[src/rtl/fir_mac_seq_if.sv]
// fir_mac_seq_if: streaming, flush and coefficient-write signals of fir_mac_seq
interface fir_mac_seq_if #(
  parameter int DATA_W = 17,
  parameter int COEF_W = 17,
  parameter int TAPS   = 4,
  parameter int OUT_W  = 36
);
  localparam int KW = $clog2(TAPS);
  logic [DATA_W-1:0] x_in;
  logic              in_data_vld;
  logic              in_ready;
  logic              flush;
  logic              coef_wr;
  logic [KW-1:0]     coef_addr;
  logic [COEF_W-1:0] coef_wdata;
  logic [OUT_W-1:0]  y_out;
  logic              out_data_vld;
  logic              out_ready;
  modport master (
    output x_in, in_data_vld, flush, coef_wr, coef_addr, coef_wdata, out_ready,
    input  in_ready, y_out, out_data_vld
  );
  modport slave (
    input  x_in, in_data_vld, flush, coef_wr, coef_addr, coef_wdata, out_ready,
    output in_ready, y_out, out_data_vld
  );
endinterface

[src/rtl/fir_mac_seq.sv]
// fir_mac_seq: time-multiplexed FIR, one signed MAC stepping over TAPS coefficients per sample; define FIR_SAT_EN to saturate y_out when OUT_W < ACC_W
module fir_mac_seq #(
  parameter int DATA_W = 17,
  parameter int COEF_W = 17,
  parameter int TAPS   = 4,
  parameter int OUT_W  = 36
) (
  input logic clk,
  input logic reset,
  fir_mac_seq_if.slave bus
);
  localparam int KW    = $clog2(TAPS);
  localparam int PW    = DATA_W + COEF_W;
  localparam int ACC_W = PW + KW;
  typedef enum logic [1:0] {IDLE, MAC, OUT} state_t;
  state_t                   state;
  logic signed [DATA_W-1:0] x [TAPS];
  logic signed [COEF_W-1:0] c [TAPS];
  logic signed [ACC_W-1:0]  acc, acc_next;
  logic signed [PW-1:0]     prod;
  logic signed [OUT_W-1:0]  y, y_conv;
  logic [KW-1:0]            k;
  logic                     in_ready, out_vld;
  assign prod     = PW'(x[k]) * PW'(c[k]);
  assign acc_next = acc + ACC_W'(prod);
  if (OUT_W >= ACC_W) begin : g_ext
    assign y_conv = OUT_W'(acc_next);
  end else begin : g_narrow
`ifdef FIR_SAT_EN
    logic [ACC_W-OUT_W:0] hi;
    assign hi     = acc_next[ACC_W-1:OUT_W-1];
    assign y_conv = (&hi || ~|hi) ? acc_next[OUT_W-1:0]
                                  : {acc_next[ACC_W-1], {(OUT_W-1){~acc_next[ACC_W-1]}}};
`else
    assign y_conv = acc_next[OUT_W-1:0];
`endif
  end
  assign bus.in_ready     = in_ready;
  assign bus.out_data_vld = out_vld;
  assign bus.y_out        = y;
  // control FSM, delay line, coefficient bank and MAC accumulator
  always_ff @(posedge clk or posedge reset) begin
    if (reset) begin
      state    <= IDLE;
      in_ready <= 1'b0;
      out_vld  <= 1'b0;
      y        <= '0;
      acc      <= '0;
      k        <= '0;
      for (int i = 0; i < TAPS; i++) begin
        x[i] <= '0;
        c[i] <= '0;
      end
    end else begin
      if (bus.coef_wr && 32'(bus.coef_addr) < TAPS)
        c[bus.coef_addr] <= bus.coef_wdata;
      case (state)
        IDLE: begin
          in_ready <= 1'b1;
          if (bus.flush)
            for (int i = 0; i < TAPS; i++) x[i] <= '0;
          if (bus.in_data_vld && in_ready) begin
            for (int i = 1; i < TAPS; i++) x[i] <= bus.flush ? '0 : x[i-1];
            x[0]     <= bus.x_in;
            acc      <= '0;
            k        <= '0;
            in_ready <= 1'b0;
            state    <= MAC;
          end
        end
        MAC: begin
          acc <= acc_next;
          k   <= k + 1'b1;
          if (k == KW'(TAPS - 1)) begin
            y       <= y_conv;
            out_vld <= 1'b1;
            state   <= OUT;
          end
        end
        OUT: begin
          if (bus.out_ready) begin
            out_vld  <= 1'b0;
            in_ready <= 1'b1;
            state    <= IDLE;
          end
        end
        default: state <= IDLE;
      endcase
    end
  end
endmodule

[src/flat_wrapper.sv]
// flat-port wrapper written by rule: the top's interface ports become plain ports
module fir_mac_seq_flat 
#(
  parameter int DATA_W = 17,
  parameter int COEF_W = 17,
  parameter int TAPS   = 4,
  parameter int OUT_W  = 36
)
  (clk, reset, bus_x_in, bus_in_data_vld, bus_flush, bus_coef_wr, bus_coef_addr, bus_coef_wdata, bus_out_ready, bus_in_ready, bus_y_out, bus_out_data_vld);
  fir_mac_seq_if #(.DATA_W(DATA_W), .COEF_W(COEF_W), .TAPS(TAPS), .OUT_W(OUT_W)) bus_i ();
  input logic clk;
  input logic reset;
  input wire logic [$bits(bus_i.x_in)-1:0] bus_x_in;
  input wire logic [$bits(bus_i.in_data_vld)-1:0] bus_in_data_vld;
  input wire logic [$bits(bus_i.flush)-1:0] bus_flush;
  input wire logic [$bits(bus_i.coef_wr)-1:0] bus_coef_wr;
  input wire logic [$bits(bus_i.coef_addr)-1:0] bus_coef_addr;
  input wire logic [$bits(bus_i.coef_wdata)-1:0] bus_coef_wdata;
  input wire logic [$bits(bus_i.out_ready)-1:0] bus_out_ready;
  output wire logic [$bits(bus_i.in_ready)-1:0] bus_in_ready;
  output wire logic [$bits(bus_i.y_out)-1:0] bus_y_out;
  output wire logic [$bits(bus_i.out_data_vld)-1:0] bus_out_data_vld;
  assign bus_i.x_in = bus_x_in;
  assign bus_i.in_data_vld = bus_in_data_vld;
  assign bus_i.flush = bus_flush;
  assign bus_i.coef_wr = bus_coef_wr;
  assign bus_i.coef_addr = bus_coef_addr;
  assign bus_i.coef_wdata = bus_coef_wdata;
  assign bus_i.out_ready = bus_out_ready;
  assign bus_in_ready = bus_i.in_ready;
  assign bus_y_out = bus_i.y_out;
  assign bus_out_data_vld = bus_i.out_data_vld;
  fir_mac_seq #(.DATA_W(DATA_W), .COEF_W(COEF_W), .TAPS(TAPS), .OUT_W(OUT_W)) u_core (.clk(clk), .reset(reset), .bus(bus_i));
endmodule
[config.mk]
export PLATFORM = sky130hd
export DESIGN_NAME = fir_mac_seq_flat
export DESIGN_NICKNAME = d
export VERILOG_FILES = /design/src/rtl/fir_mac_seq_if.sv /design/src/rtl/fir_mac_seq.sv /design/src/flat_wrapper.sv
export SDC_FILE = /design/constraint.sdc
export NUM_CORES = 1
export LEC_CHECK = 0
export CAP_MARGIN = 0
export CELL_PAD_IN_SITES_DETAIL_PLACEMENT = 0
export CELL_PAD_IN_SITES_GLOBAL_PLACEMENT = 1
export CORE_UTILIZATION = 45
export CTS_CLUSTER_SIZE = 8
export DETAILED_ROUTE_END_ITERATION = 8
export HOLD_SLACK_MARGIN = 0.03
export MAX_ROUTING_LAYER = met4
export PLACE_DENSITY_LB_ADDON = 0.1
export SETUP_SLACK_MARGIN = 0.1
export SLEW_MARGIN = 30
export SYNTH_ARGS = -nofsm -noshare
export SYNTH_HDL_FRONTEND = slang
export SYNTH_SLANG_ARGS = --single-unit
[constraint.sdc]
create_clock -name clk -period 9.2 [get_ports clk]
set_input_delay 2.3 -clock clk [delete_from_list [all_inputs] [get_ports clk]]
set_output_delay 2.3 -clock clk [all_outputs]
set_load 0.01 [all_outputs]
==> results of run 1 <==
-- layer usage --
layer,share of wire [%],global-route usage (%),vias up
met5,0,-,-
met4,2.8,6.564,0
met3,4.0,3.240,67
met2,51,41.71,287
met1,43,30.93,7734
li1,-,-,6607
-- worst min-delay path by stage --
stage	start	endpoint	slack, ns	depth (start not counted)
after floorplan	u_core.acc[10]$_DFFE_PP0P_	u_core.acc[10]$_DFFE_PP0P_	0.45	2
after global placement	u_core.bus.y_out[11]$_DFFE_PP0P_	u_core.bus.y_out[11]$_DFFE_PP0P_	0.47	2
after detailed placement	u_core.bus.y_out[7]$_DFFE_PP0P_	u_core.bus.y_out[7]$_DFFE_PP0P_	0.47	2
after CTS	u_core.bus.y_out[7]$_DFFE_PP0P_	u_core.bus.y_out[7]$_DFFE_PP0P_	0.48	2
after global routing	u_core.bus.y_out[7]$_DFFE_PP0P_	u_core.bus.y_out[7]$_DFFE_PP0P_	0.50	2
final	u_core.bus.y_out[9]$_DFFE_PP0P_	u_core.bus.y_out[9]$_DFFE_PP0P_	0.48	2
-- critical path: stages, from the launching register on --
cell and delay, ns:
dfrtp_2 0.76, buf_4 0.46, buf_4 0.27, o21a_1 0.38, nand2_1 0.17, fa_1 0.61
inv_1 0.06, fa_1 0.69, inv_1 0.23, fa_1 0.52, inv_1 0.05, fa_1 0.49
fa_1 0.49, inv_1 0.05, fa_1 0.48, inv_1 0.04, ha_1 0.35, and2_1 0.27
and3_4 0.22, or3_1 0.34, o22ai_1 0.13, a21oi_1 0.13, a221oi_2 0.30, xnor2_1 0.12
mux2_4 0.26
-- cell families (layout without fill, tap and decap cells) --
family / Yosys count / in the layout / share of synthesized area (%)
and+or+nand+nor: 438 / 438 / 8.531
buffers and inverters: 548 / 613 / 9.662
other: 0 / 2 / 0
AOI/OAI and AO/OA: 247 / 247 / 8.229
muxes: 143 / 143 / 8.079
adders and majority gates: 461 / 461 / 39.05
xor gates and xnor gates: 40 / 40 / 1.624
DFF: 214 / 214 / 24.82
-- area by class of cell --
class	count	area [um^2]	share of cell area [%]
multi-input combinational	1329	14180	59.09
sequential	214	5358	22.32
inverter	464	1749	7.288
timing repair buffer	111	1074	4.473
clock buffer	36	824.5	3.435
tap	607	759.5	3.164
clock inverter	2	50.05	0.2085
antenna	2	5.005	0.02085
-- sequential cells by signal, summed over array words and instances, names as in the netlist --
register and count:
u_core.c 68, u_core.bus.out_data_vld 1, u_core.bus.in_ready 1, u_core.state 2, u_core.acc 36, u_core.bus.y_out 36
u_core.k 2, u_core.x 68
-- placed cells by master (no fill, tap or decap), types with 8 or more instances in the layout --
master and instances:
o211ai_1 8, dfrtp_1 212, fa_1 354, inv_1 463
clkbuf_16 31, o21ai_0 37, a21o_1 9, nor2_1 132
o21ai_1 19, mux2_2 105, a21oi_1 33, mux2i_1 23
xnor2_1 28, buf_4 27, nand3_1 10, a22o_1 92
clkdlybuf4s50_1 79, mux4_2 14, nand2_1 224, nand2b_1 8
and2_1 23, o21a_1 17, xor2_1 12, nor3_1 9
ha_1 107
-- stage by stage --
stage / util, % / std cells / area, um^2 / setup slack [ns] / hold slack [ns]
floorplan: - / 2091 / 21570 / 1.049 / 0.4498
global placement: 49.07 / 2721 / 23040 / 1.192 / 0.4650
detailed placement: 49.24 / 2725 / 23120 / 1.218 / 0.4701
CTS: 51.10 / 2763 / 23990 / 1.176 / 0.4802
global route: 51.12 / 2764 / 24000 / 0.7041 / 0.4969
finish: 51.12 / 2765 / 24000 / 1.189 / 0.4772
==> run_results.csv, run 1 <==
group,metric,value,unit
synth,yosys-top-cells-count,"464 x inv_1, 354 x fa_1, 224 x nand2_1",
floorplan,die_w,221.0,um
sta,worst_slew_pin_slew,0.9604,ns
drt,vias_per_cell,5.315,
drt,ant_nets,0,
synth,synth_ff_type,"dfrtp_1",
drt,vias,14695,
sta,hold_viol,0,
drt,first_pass_iters,5,
synth,synth_nets,2594,
clock_network,cts-root-buf,"clkbuf_16",
clock_network,tritoncts,"yes",
grt,grt_max_degree,86,
sta,final.setup.tns,0,ns
critical_path,reg2regPathDepth,24,
clock_network,clock-sinks,214,
drt,wire_per_inst,19.82,um
clock_network,cts_hold_repair.buffers,0,
sta,slew_violations,0,
drt,wirelength,54790,um
critical_path,crit_end,"u_core.bus.y_out[34]$_DFFE_PP0P_",
critical_path,timing_worst_setup_path_type,"reg -> reg",
synth,synthTopCellsByArea,"fa_1 33%, dfrtp_1 25%, inv_1 8.1%",
synth,async_flop_share,100.0,%
sta,fin_crit,8.011,ns
cells_and_area,nets,2654,
floorplan,start_util,45.95,%
critical_path,required,9.67,ns
cells_and_area,fillers,4298,
clock_network,cts_max_level,1,
grt,grt.overflow.total,0,
sta,period_share,87.07,%
critical_path,cp_max_fo,31,
sta,relSlewSlack,35.54,%
floorplan,ios,80,
min_path,min_path_type,"reg -> reg",
synth,yosysTopAreaCell,"fa_1",
clock_network,clkLatencyLatePin,0.60,ns
grt,grt_pass1_wl,89970,um
floorplan,rows,79,
critical_path,cp.arrival,8.48,ns
synth,yosysWarnings,0,
synth,synth_seq_cells,214,
sta,skew,0.02714,ns
sta,rsz0062_at_grt,"false",
critical_path,startpoint_type,"register",
clock_network,clkTransAtPathRegs,0.05,ns
critical_path,rrSetupSlack,1.19,ns
synth,synth_top_cell_area_share,32.85,%
critical_path,crit_path_start,"u_core.k[0]$_DFFE_PP0P_",
place,portBuffers,79,
synth,yosysMostFrequentCell,"inv_1",
drt,remaining_drc_errors,0,
synth,synth_seq_area_share,24.82,%
synth,synth_edf_count,0,
synth,synth_cell_type_count,56,
synth,synthCells,2091,
grt,grt_pass1_vias,16365,
job,maxCapViolCount,0,
floorplan,die_area,48820,um^2
critical_path,r2r-end,"u_core.bus.y_out[34]$_DFFE_PP0P_",
floorplan,core_area,46950,um^2
clock_network,cts-buffers-inserted,31,
clock_network,cts_resized,0,
cells_and_area,syn_to_final_growth,11.25,%
cells_and_area,drive_above_1_share,9.694,%
grt,antenna_found_initial,1,
place,gp_congestion,0.8763,
sta,setup_viol,0,
sta,max_freq,0.1248,GHz
critical_path,cp-end-kind,"register",
outcome,status,"finished clean",
grt,track_usage,24.55,%
clock_network,postCtsSetupRepairBufs,0,
critical_path,r2r-start,"u_core.k[0]$_DFFE_PP0P_",
synth,netlist_area,21570,um^2
synth,avgSynthCellArea,10.32,um^2
floorplan,fp.dieH,221.0,um
drt,drtIter0Drc,880,
place,dp_hpwl,42690,um
clock_network,clockBufferDepth,3,
Power of run 1 is left out: the tool's default activity adds up to more than one toggle a clock period on the data nets, which glitch-free logic cannot reach.
==> run 2, diff against run 1 <==
--- a/config.mk
+++ b/config.mk
@@ -8,6 +8,7 @@
 export CAP_MARGIN = 0
 export CELL_PAD_IN_SITES_DETAIL_PLACEMENT = 0
 export CELL_PAD_IN_SITES_GLOBAL_PLACEMENT = 1
+export CORE_MARGIN = 2
 export CORE_UTILIZATION = 45
 export CTS_CLUSTER_SIZE = 8
 export DETAILED_ROUTE_END_ITERATION = 8
==> run 2 against run 1 <==
Compared with the run above: clock skew grew 0.00066 ns; sequential share of layout area is essentially flat; maximum frequency grew 0.10%; die area grew 1.8%; cell area is essentially flat; flip-flop and latch count is the same; via count shrank 0.18%; critical path depth shrank 1; wire length shrank 2.1%; largest cell class unchanged; highest routed layer unchanged.
==> run_results.csv, run 2 (same netlist as run 1, synthesis figures left out) <==
group,metric,value,unit
outcome,status,"finished clean",
sta,hold_viol,0,
cells_and_area,syn_to_final_growth,11.28,%
place,dp_hpwl,42160,um
cells_and_area,utilization,50.49,%
floorplan,rows,80,
floorplan,die_w,223.0,um
critical_path,crit_family,"adder cells",
sta,relSlewSlack,32.62,%
critical_path,reg2regPathDepth,23,
sta,final.setup.tns,0,ns
clock_network,clockBufferDepth,3,
critical_path,rrSetupSlack,1.20,ns
clock_network,clkLatencyLatePin,0.61,ns
floorplan,fp.dieH,223.0,um
drt,first_pass_iters,5,
place,portBuffers,79,
floorplan,start_util,45.38,%
min_path,whs_path_depth,2,
critical_path,crit_slowest_cell,"dfrtp_2",
sta,fin_crit,8.002,ns
min_path,holdPathEnd,"u_core.bus.y_out[30]$_DFFE_PP0P_",
grt,grt_pass1_vias,16199,
grt,track_usage,23.85,%
sta,rsz0062_at_grt,"false",
clock_network,tritoncts,"yes",
sta,setup_viol,0,
cells_and_area,drive_above_1_share,9.623,%
clock_network,clkTransAtPathRegs,0.05,ns
sta,skew,0.02780,ns
critical_path,path_buf_inv,5,
sta,worst_slew_pin_slew,1.004,ns
critical_path,cp_max_fo,32,
floorplan,core_area,47550,um^2
drt,wirelength,53630,um
critical_path,slowest_delay,0.91,ns
clock_network,cts-root-buf,"clkbuf_16",
clock_network,cts_max_level,1,
clock_network,clock-sinks,214,
cells_and_area,diodes,0,
sta,period_share,86.98,%
critical_path,cp-end-kind,"register",
clock_network,cts-buffers-inserted,31,
drt,vias_per_cell,5.303,
clock_network,postCtsSetupRepairBufs,0,
drt,wire_per_inst,19.39,um
min_path,min_path_type,"reg -> reg",
drt,vias,14669,
sta,hold_ws,0.4730,ns
critical_path,worstPathCellList,"buf_4 -> mux2_2 -> o21ai_1 -> inv_1 -> nand2_1 -> fa_1 -> fa_1 -> inv_1 -> ha_1 -> inv_1 -> fa_1 -> fa_1 -> fa_1 -> inv_1 -> ha_1 -> nor3_1 -> nor2_1 -> o211ai_1 -> a211o_1 -> o21ai_0 -> a21boi_0 -> xnor2_1 -> mux2_2",
grt,grt.overflow.total,0,
place,gp_congestion,0.8977,
cells_and_area,nets,2652,
sta,slew_violations,0,
critical_path,cp_common_cell,"fa_1",
cells_and_area,reg.largest.list,"u_core.c (68), u_core.x (68)",
cells_and_area,final_common_cell,"inv_1",
critical_path,required,9.69,ns
drt,drtIter0Drc,793,
critical_path,r2r-start,"u_core.k[1]$_DFFE_PP0P_",
grt,grt_pass1_wl,88710,um
grt,grt_max_degree,111,
clock_network,cts_hold_repair.buffers,0,
critical_path,r2r-end,"u_core.bus.y_out[31]$_DFFE_PP0P_",
job,maxCapViolCount,0,
clock_network,cts_resized,0,
grt,antenna_found_initial,0,
drt,ant_nets,0,
cells_and_area,layout.cells.most_common_list,"463 x inv_1, 354 x fa_1, 224 x nand2_1",
sta,max_freq,0.1250,GHz
critical_path,cp.arrival,8.50,ns
critical_path,startpoint_type,"register",
floorplan,die_area,49710,um^2
floorplan,ios,80,
min_path,worstHoldStart,"u_core.bus.y_out[30]$_DFFE_PP0P_",
critical_path,timing_worst_setup_path_type,"reg -> reg",
drt,remaining_drc_errors,0,
-- run 2: changes by cell type in the layout (fill, tap and decap cells not counted), sizes merged --
| cell | change |
|---|---|
| bufinv | +1 |
| clkbuf | -4 |
| buf | -2 |
| diode | -2 |
-- run 2: stage by stage --
| step | std cells | instance area (um^2) | worst slack (ns) |
|---|---|---|---|
| 3_5_place_dp | 2731 | 23130 | 1.202 |
| 5_1_grt | 2766 | 24010 | 0.6439 |
| 6_report | 2766 | 24010 | 1.198 |
| 2_1_floorplan | 2091 | 21570 | 1.049 |
| 3_3_place_gp | 2727 | 23040 | 1.249 |
| 4_1_cts | 2766 | 24000 | 1.218 |
-- run 2: metal layers --
metal / up-vias / share of wire [%] / routed length [um] / GRT usage [%]
met2: 226 / 52 / 28060 / 42.01
met4: 0 / 3.8 / 2038 / 8.140
met1: 7760 / 41 / 21810 / 28.91
met5: - / 0 / 0 / -
li1: 6600 / - / - / -
met3: 83 / 3.2 / 1722 / 2.120
-- run 2: layout make-up --
cell class | instances | area [um^2]
Fill cell | 4400 | 23540
Multi-Input combinational cell | 1329 | 14180
Sequential cell | 214 | 5358
Inverter | 464 | 1749
Timing Repair Buffer | 109 | 1084
Clock buffer | 32 | 789.5
Tap cell | 615 | 769.5
Clock inverter | 3 | 80.08
-- run 2: worst max path at each step --
stage                             from                          endpoint  slack (ns)  cells past startpoint
6_report       u_core.k[1]$_DFFE_PP0P_  u_core.bus.y_out[31]$_DFFE_PP0P_        1.20                     23
5_1_grt        u_core.k[0]$_DFFE_PP0P_  u_core.bus.y_out[35]$_DFFE_PP0P_        0.64                     25
4_1_cts        u_core.k[1]$_DFFE_PP0P_  u_core.bus.y_out[31]$_DFFE_PP0P_        1.22                     27
3_5_place_dp   u_core.k[1]$_DFFE_PP0P_  u_core.bus.y_out[31]$_DFFE_PP0P_        1.20                     27
3_3_place_gp   u_core.k[1]$_DFFE_PP0P_        u_core.acc[28]$_DFFE_PP0P_        1.25                     23
2_1_floorplan                    reset         u_core.acc[0]$_DFFE_PP0P_        1.05                      1
-- run 2: worst reg2reg max path, stage by stage, from the launching register on --
cell	delay [ns]
dfrtp_2	0.91
buf_4	0.36
mux2_2	0.36
o21ai_1	0.65
inv_1	0.35
nand2_1	0.28
fa_1	0.50
fa_1	0.41
inv_1	0.07
ha_1	0.14
inv_1	0.04
fa_1	0.47
fa_1	0.50
fa_1	0.49
inv_1	0.04
ha_1	0.34
nor3_1	0.06
nor2_1	0.24
o211ai_1	0.20
a211o_1	0.40
o21ai_0	0.43
a21boi_0	0.20
xnor2_1	0.18
mux2_2	0.26
Power of run 2 is left out for the same reason.
==> run 3, diff against run 2 <==
--- a/config.mk
+++ b/config.mk
@@ -10,6 +10,7 @@
 export CELL_PAD_IN_SITES_GLOBAL_PLACEMENT = 1
 export CORE_MARGIN = 2
 export CORE_UTILIZATION = 45
+export CTS_CLUSTER_DIAMETER = 30
 export CTS_CLUSTER_SIZE = 8
 export DETAILED_ROUTE_END_ITERATION = 8
 export HOLD_SLACK_MARGIN = 0.03
==> run 3 against run 2 <==
Compared with the run above: flip-flop and latch count stayed put; register-to-register slack hardly changed; maximum frequency hardly changed; die area stayed put; hold slack better by 0.00090 ns; non-clock buffer count stayed put; worst setup slack worse by 0.0016 ns; wire length is 0.80% higher; clock skew is 0.0097 ns higher; critical path depth is 4 higher; first-iteration DRC count is 0.88% higher; via count is 1.2% higher; critical path type unchanged; highest routed layer unchanged.
==> run_results.csv, run 3 (same netlist as run 1, synthesis figures left out) <==
group,metric,value,unit
floorplan,fp.dieH,223.0,um
grt,grt_max_degree,111,
clock_network,cts-buffers-inserted,54,
min_path,min_path_type,"reg -> reg",
critical_path,cp.arrival,8.46,ns
grt,use_met2,42.97,%
critical_path,rrSetupSlack,1.20,ns
critical_path,crit_family,"adder cells",
floorplan,die_w,223.0,um
critical_path,timing_worst_setup_path_type,"reg -> reg",
drt,drtIter0Drc,800,
cells_and_area,syn_to_final_growth,15.50,%
drt,wire_per_inst,19.12,um
clock_network,clockBufferDepth,3,
clock_network,clkLatencyLatePin,0.61,ns
sta,setup_viol,0,
drt,vias,14849,
place,dp_hpwl,42160,um
floorplan,ios,80,
sta,skew,0.03751,ns
clock_network,clkTransAtPathRegs,0.04,ns
floorplan,start_util,45.38,%
clock_network,cts_max_level,2,
clock_network,cts_resized,0,
sta,max_freq,0.1249,GHz
sta,relSlewSlack,32.90,%
sta,slew_violations,0,
sta,worst_slew_pin_slew,0.9997,ns
critical_path,r2r-start,"u_core.k[1]$_DFFE_PP0P_",
place,gp_congestion,0.8977,
grt,busiest_layer,"met2",
place,portBuffers,79,
clock_network,clock-sinks,214,
grt,grtUsageMet1,28.80,%
clock_network,cts_hold_repair.buffers,0,
critical_path,cp_common_cell,"inv_1",
floorplan,die_area,49710,um^2
critical_path,cp-end-kind,"register",
grt,antenna_found_initial,0,
cells_and_area,diodes,0,
critical_path,required,9.66,ns
outcome,status,"finished clean",
floorplan,rows,80,
min_path,worstHoldStart,"u_core.bus.y_out[30]$_DFFE_PP0P_",
sta,period_share,87.00,%
drt,wirelength,54060,um
cells_and_area,reg.largest.list,"u_core.c (68), u_core.x (68)",
drt,vias_per_cell,5.253,
min_path,holdPathEnd,"u_core.bus.y_out[30]$_DFFE_PP0P_",
min_path,whs_path_depth,2,
clock_network,cts-root-buf,"clkbuf_16",
cells_and_area,drive_above_1_share,11.62,%
sta,fin_crit,8.004,ns
clock_network,postCtsSetupRepairBufs,0,
cells_and_area,nets,2675,
critical_path,path_buf_inv,9,
cells_and_area,final_common_cell,"inv_1",
critical_path,startpoint_type,"register",
floorplan,core_area,47550,um^2
drt,first_pass_iters,6,
grt,grt.overflow.total,0,
clock_network,tritoncts,"yes",
job,maxCapViolCount,0,
grt,met3_usage,2.581,%
sta,rsz0062_at_grt,"false",
drt,remaining_drc_errors,0,
grt,track_usage,24.10,%
sta,hold_viol,0,
sta,final.setup.tns,0,ns
cells_and_area,layout.cells.most_common_list,"463 x inv_1, 354 x fa_1, 224 x nand2_1",
critical_path,crit_slowest_cell,"dfrtp_2",
critical_path,r2r-end,"u_core.bus.y_out[31]$_DFFE_PP0P_",
grt,grt_pass1_vias,16419,
critical_path,reg2regPathDepth,27,
drt,ant_nets,0,
critical_path,cp_max_fo,32,
grt,grt_pass1_wl,89500,um
critical_path,slowest_delay,0.90,ns
## run 3: per-stage QoR
step	hold slack (ns)	util, %	setup slack, ns	instances	cell area (um^2)
after CTS	0.4770	52.39	1.183	2827	24910
after floorplan	0.4498	-	1.049	2091	21570
final	0.4739	52.41	1.196	2827	24920
after global routing	0.5042	52.41	0.6047	2827	24920
after detailed placement	0.4665	48.65	1.202	2731	23130
after global placement	0.4638	48.46	1.249	2727	23040
## run 3: how the worst max path moves through the flow
stage / cells past startpoint / to / from / slack [ns]
2_1_floorplan: 1 / u_core.acc[0]$_DFFE_PP0P_ / reset / 1.05
3_3_place_gp: 23 / u_core.acc[28]$_DFFE_PP0P_ / u_core.k[1]$_DFFE_PP0P_ / 1.25
3_5_place_dp: 27 / u_core.bus.y_out[31]$_DFFE_PP0P_ / u_core.k[1]$_DFFE_PP0P_ / 1.20
4_1_cts: 27 / u_core.bus.y_out[31]$_DFFE_PP0P_ / u_core.k[1]$_DFFE_PP0P_ / 1.18
5_1_grt: 27 / u_core.bus.y_out[35]$_DFFE_PP0P_ / u_core.k[1]$_DFFE_PP0P_ / 0.60
6_report: 27 / u_core.bus.y_out[31]$_DFFE_PP0P_ / u_core.k[1]$_DFFE_PP0P_ / 1.20
## run 3: area by class of cell
type / instances / area, um^2
fill: 4335 / 22630
multi-input combinational: 1329 / 14180
sequential: 214 / 5358
inverter: 464 / 1749
clock buffer: 77 / 1558
timing repair buffer: 109 / 1084
tap: 615 / 769.5
clock inverter: 19 / 222.7
## run 3: tightest hold or removal path, delay by kind of cell, from the launching register on
| family | cells | cell delay [ns] |
|---|---|---|
| and+or+nand+nor | 2 | 0.10 |
| DFF | 1 | 0.34 |
## run 3: metal layers
metal | wire length (um) | vias to the layer above
li1 | - | 6673
met1 | 21830 | 7842
met5 | 0 | -
met2 | 28610 | 246
met4 | 1672 | 0
met3 | 1947 | 88
Power of run 3 is left out for the same reason.
==> edit 1, RTL diff (settings of run 3) <==
`TAPS` is set to 4 in 3 places; all go to 2.
--- a/src/rtl/fir_mac_seq_if.sv
+++ b/src/rtl/fir_mac_seq_if.sv
@@ -4,3 +4,3 @@
   parameter int COEF_W = 17,
-  parameter int TAPS   = 4,
+  parameter int TAPS   = 2,
   parameter int OUT_W  = 36
--- a/src/rtl/fir_mac_seq.sv
+++ b/src/rtl/fir_mac_seq.sv
@@ -4,3 +4,3 @@
   parameter int COEF_W = 17,
-  parameter int TAPS   = 4,
+  parameter int TAPS   = 2,
   parameter int OUT_W  = 36
--- a/src/flat_wrapper.sv
+++ b/src/flat_wrapper.sv
@@ -5,3 +5,3 @@
   parameter int COEF_W = 17,
-  parameter int TAPS   = 4,
+  parameter int TAPS   = 2,
   parameter int OUT_W  = 36
Interface: changed (resized bus_coef_addr); port bits go from 80 to 79. The function was not compared with the original's and may differ.
==> edit 1 against run 3 <==
  * Sequential cell count fell by 71
  * Wire length fell by 12%
  * Clock skew decreased by 0.024 ns
  * Maximum frequency is 5.3% higher
  * Synthesized area decreased by 16%
  * Cell area shrank 18%
  * Worst setup slack improved by 0.41 ns
  * Non-clock buffer count up 4
  * Core utilization is 1.3 points lower
Power is left out: the tool's default activity adds up to more than one toggle a clock period on the data nets, which glitch-free logic cannot reach.
==> edit 1: results (changes against run 3) <==
** Yosys
- The net count after synthesis came to 2356 (was 2594).
- Compound-Gate Fraction of Synth Area :: 6.68% (was 8.23%)
- Count of distinct cell types in the synthesized netlist :: 57 (was 56)
- Dominant cells by area after synthesis :: fa_1 38%, dfrtp_1 20%, inv_1 9.3% (was fa_1 33%, dfrtp_1 25%, inv_1 8.1%)
- The share of the synthesized netlist area taken by xor and xnor gates came to 2.07% (was 1.62%).
- The most frequently used flop master after synthesis was dfrtp_1 (unchanged).
- Synth cell count leaders :: 451 x inv_1, 347 x fa_1, 198 x nand2_1 (was 464 x inv_1, 354 x fa_1, 224 x nand2_1)
- Post-Synth Adder-Cell Area :: 45.3% (was 39.1%)
- Proportion of synthesized area in mux cells :: 6.02% (was 8.08%)
- The share of async-settable or async-resettable flops after synthesis is 100% (unchanged).
- Sequential area share after synthesis :: 19.6% (was 24.8%)

** Placed design
- The sum of net half-perimeters after detailed placement is 38800 um (was 42200 um).
- The final weighted congestion of routability-driven global placement was 0.899 (was 0.898).
- The number of buffers inserted by port buffering is 78 (was 79).

** Clock network
- Clock buffers created by TritonCTS :: 17 (was 54)
- The clock insertion delay at the later pin of the skew report is 0.46 ns (was 0.61 ns).
- The clock-pin transition on the worst setup and hold timing paths is 0.07 ns (was 0.04 ns).
- The number of H-tree levels was 4 (was 2).
- Bufs on Longest Clock Path :: 2 (was 3)

** Setup path
- The data arrival time of the critical path was 8.00 ns (was 8.46 ns).
- The top fanout value on the critical path is 42 (was 32).
- The highest-delay cell along the critical path was dfrtp_4 (was dfrtp_2).
- Max stage delay on crit path :: 0.85 ns (was 0.90 ns)

** GRT
- The number of global-route vias before repair came to 13264 (was 16419).
- The global-route wire length before repair was 77600 um (was 89500 um).
- The maximum number of pins on one net before global-route repair was 75 (was 111).
- GRT Util Overall :: 25.4% (was 24.1%)

** Run status
- Run status :: complete, no violations (unchanged)

** Routing
- DRT Wirelength :: 47800 um (was 54100 um)
- Initial drt markers :: 768 (was 800)
- The detailed-route via count came to 12499 (was 14849).

** STA
- Clock Skews :: 0.0132 ns (was 0.0375 ns)
- The relative slew slack is 29.0% (was 32.9%).

** Finish
- Ratio of cells with drive above 1 in the final layout :: 8.15% (was 11.6%)
==> edit 1: layout make-up <==
cell class                 instances  area, um^2
fill                            3817       19500
multi-input combinational       1212       12700
sequential                       143        3580
inverter                         451        1700
timing repair buffer             113        1050
tap                              525         657
clock buffer                      22         454
clock inverter                     9         205
==> edit 1: metal layers <==
metal	part of all wire, %	GRT usage [%]	vias to the layer above
met5	0	-	-
met4	1.7	5.40	0
met3	6.2	5.23	48
met2	42	35.3	323
met1	50	38.4	6358
li1	-	-	5770
==> edit 1: per-stage QoR <==
stage	instances	utilization, %	hold WS [ns]	area (um^2)	setup WS, ns
after global placement	2444	49.4	0.468	19700	1.68
after CTS	2475	51.1	0.487	20300	1.56
after detailed placement	2444	49.4	0.472	19700	1.61
after global routing	2475	51.1	0.516	20300	1.03
final	2475	51.1	0.480	20300	1.60
after floorplan	1864	-	0.450	18200	1.86
==> edit 1: critical path, delay by kind of cell (launching register included) <==
| family | cells | cell delay [ns] |
|---|---|---|
| fa+ha+maj | 7 | 3.22 |
| mux | 1 | 0.30 |
| flops | 1 | 0.85 |
| buf+inv | 7 | 0.59 |
| compound gates | 5 | 1.03 |
| simple gates | 5 | 1.52 |
==> edit 1: path summary, 6_finish.rpt <==
kind                                startpoint                    to  slack, ns  depth (start not counted)
max                                   u_core.k  u_core.bus.y_out[34]       1.60                         25
min                        u_core.bus.y_out[7]   u_core.bus.y_out[7]       0.48                          2
max reg2reg                           u_core.k  u_core.bus.y_out[34]       1.60                         25
min reg2reg                u_core.bus.y_out[7]   u_core.bus.y_out[7]       0.48                          2
max in group asynchronous                reset          u_core.c[27]       5.76                          3
min in group asynchronous                reset         u_core.acc[2]       2.35                          2
==> edit 2, RTL diff (config.mk and constraints of run 3) <==
Made on the original files. Encoding of `state_t`: now one-hot (3 bits for 3 states).
--- a/src/rtl/fir_mac_seq.sv
+++ b/src/rtl/fir_mac_seq.sv
@@ -14,3 +14,3 @@
   localparam int ACC_W = PW + KW;
-  typedef enum logic [1:0] {IDLE, MAC, OUT} state_t;
+  typedef enum logic [2:0] {IDLE = 3'b001, MAC = 3'b010, OUT = 3'b100} state_t;
   state_t                   state;
Formal check against the unedited RTL: no difference found for any inputs over 4 cycles, from zero or initial values and one cycle with reset high; so few cycles prove little.
==> edit 2 against run 3 <==
  * Hold slack improved by 0.0022 ns
  * Synthesized area is 1.7% higher
  * Worst setup slack improved by 0.055 ns
  * Count of clock-buffer cells in the layout decreased by 12
  * Sequential cell count grew 1
  * Synthesized cell count rose by 5.2%
  * Cell area increased by 1.9%
  * Wire length grew 5.1%
  * Non-clock buffer count increased by 7
  * Die area grew 1.7%
  * Largest cell class unchanged
Power is left out: the tool's default activity adds up to more than one toggle a clock period on the data nets, which glitch-free logic cannot reach.
==> edit 2: results (changes against run 3) <==
** Run status
- Run status: complete, no violations (unchanged).

** GRT
- The number of global-route vias before repair is 16424 (was 16419).
- The total routing usage reported by global routing is 24.7% (was 24.1%).
- Global-route wire length before repair :: 93900 um (was 89500 um)
- The number of antenna violations at the first check in global routing is 0 (unchanged).
- Largest net degree at the start of global routing :: 86 (was 111)

** Finish
- Biggest registers after layout: u_core.c (68), u_core.x (68) (unchanged).
- Layout filler cell count :: 4427 (was 4335)
- The number of nets in the layout came to 2780 (was 2675).
- The number of antenna diodes was 0 (unchanged).
- The layout cell share with drive strength beyond 1 came to 11.0% (was 11.6%).

** STA
- Slew of the pin with the lowest slew margin :: 1.09 ns (was 1.00 ns)
- The final period demand of the worst path is 7.95 ns (was 8.00 ns).
- Clock Skews :: 0.0368 ns (was 0.0375 ns)
- Hold Slack :: 0.476 ns (was 0.474 ns)

** Yosys
- The proportion of synthesized chip area in sequential cells is 24.5% (was 24.8%).
- Synth Net Count :: 2703 (was 2594)
- Dominant cells by area after synthesis :: fa_1 32%, dfrtp_1 24%, inv_1 7.6% (was fa_1 33%, dfrtp_1 25%, inv_1 8.1%)
- The share of async-settable or async-resettable flops after synthesis is 100% (unchanged).
- Most used DFF post-synth :: dfrtp_1 (unchanged)
- Syn. warnings :: 0 (unchanged)
- The unique cell type count in the Yosys netlist is 61 (was 56).
- Synth cell count leaders :: 445 x inv_1, 354 x fa_1, 265 x nand2_1 (was 464 x inv_1, 354 x fa_1, 224 x nand2_1)

** Setup path
- Startpoint type of the worst setup path :: flip-flop (unchanged)
- Critical Path Fanout Max :: 28 (was 32)
- Reg-to-reg startpoint :: u_core.k[1] (unchanged)
- The data arrival time of the critical path is 8.35 ns (was 8.46 ns).
- Critical Path Sink Type :: flip-flop (unchanged)

** Clock network
- Number of hold buffers added after CTS :: 0 (unchanged)
- The clock insertion delay at the later pin of the skew report came to 0.59 ns (was 0.61 ns).
- The CTS root buffer is clkbuf_16 (unchanged).
- Clock slew at the register clock pins of the worst setup and hold paths :: 0.05 ns
- The buffers inserted during post-CTS setup optimization is 0 (unchanged).
- Clock buffers created by TritonCTS :: 52 (was 54)
- The post-cts sizing count is 0 (unchanged).
- Bufs on Longest Clock Path :: 3 (unchanged)
- H-Tree Depth :: 2 (unchanged)

** Routing
- Total number of vias :: 15268 (was 14849)
- The number of routed nets with antenna violations is 0 (unchanged).
- Initial drt markers :: 916 (was 800)
- The total detailed-routing wirelength came to 56800 um (was 54100 um).
- Length of the first detailed-routing pass in iterations :: 5 (was 6)

** Placed design
- Instance area after placement :: 0.0235 mm^2 (was 0.0231 mm^2)
- The final weighted congestion of routability-driven global placement was 0.871 (was 0.898).
- Pre-CTS setup slack :: 1.27 ns (was 1.20 ns)
- The number of buffers inserted by port buffering was 79 (unchanged).
- HPWL Detailed :: 44800 um (was 42200 um)

** Min path
- The type of the most critical hold path is reg -> reg (unchanged).
- Start point of the worst hold path :: u_core.bus.y_out[1] (was u_core.bus.y_out[30])
edit 2: cell type report:
class	instances	area, um^2	share of cell area (%)
timing repair buffer	116	1100	4.35
clock inverter	31	448	1.76
inverter	445	1680	6.61
clock buffer	65	1430	5.63
sequential	215	5390	21.2
tap	615	769	3.03
multi-input combinational	1447	14600	57.4
edit 2: critical path, cell delays in order, from the launching register on:
cell       delay [ns]
dfrtp_2          0.84
buf_4            0.37
mux2_2           0.38
o21ai_1          0.63
nor2_1           0.14
fa_1             0.54
inv_1            0.05
fa_1             0.46
fa_1             0.52
fa_1             0.59
inv_1            0.07
fa_1             0.50
fa_1             0.42
ha_1             0.40
nand4_1          0.20
a21oi_1          0.16
o21a_1           0.26
o21ai_1          0.16
a2111oi_1        0.79
o311ai_0         0.24
edit 2: stage by stage:
step	utilization [%]	cells
5_1_grt	52.9	2934
4_1_cts	52.9	2934
3_3_place_gp	48.8	2834
3_5_place_dp	49.0	2838
6_report	52.9	2934
2_1_floorplan	-	2200
edit 2: worst paths after layout:
path / endpoint / cells after the start
max in group asynchronous: u_core.x[48] / 3
worst max-delay path: u_core.bus.y_out[28] / 19
worst min-delay path: u_core.bus.y_out[1] / 2
worst min register to register: u_core.bus.y_out[1] / 2
worst max register to register: u_core.bus.y_out[28] / 19
min in group asynchronous: u_core.acc[3] / 2
edit 2: kinds of logic (layout without fill, tap and decap cells):
group	Yosys count	in the layout	synth area share, %
buffers and inverters	538	657	9.33
and+or+nand+nor	537	537	10.6
adders and majority gates	461	461	38.4
AOI/OAI and AO/OA	285	285	8.74
DFF	215	215	24.5
muxes	129	129	7.03
xor gates and xnor gates	35	35	1.40
edit 2: layer usage:
metal,vias to the layer above,routed length (um),track usage (%)
met2,342,24200,34.9
met1,7804,28700,37.4
met3,66,2770,3.75
li1,7056,-,-
met5,-,0,-
met4,0,1170,5.85
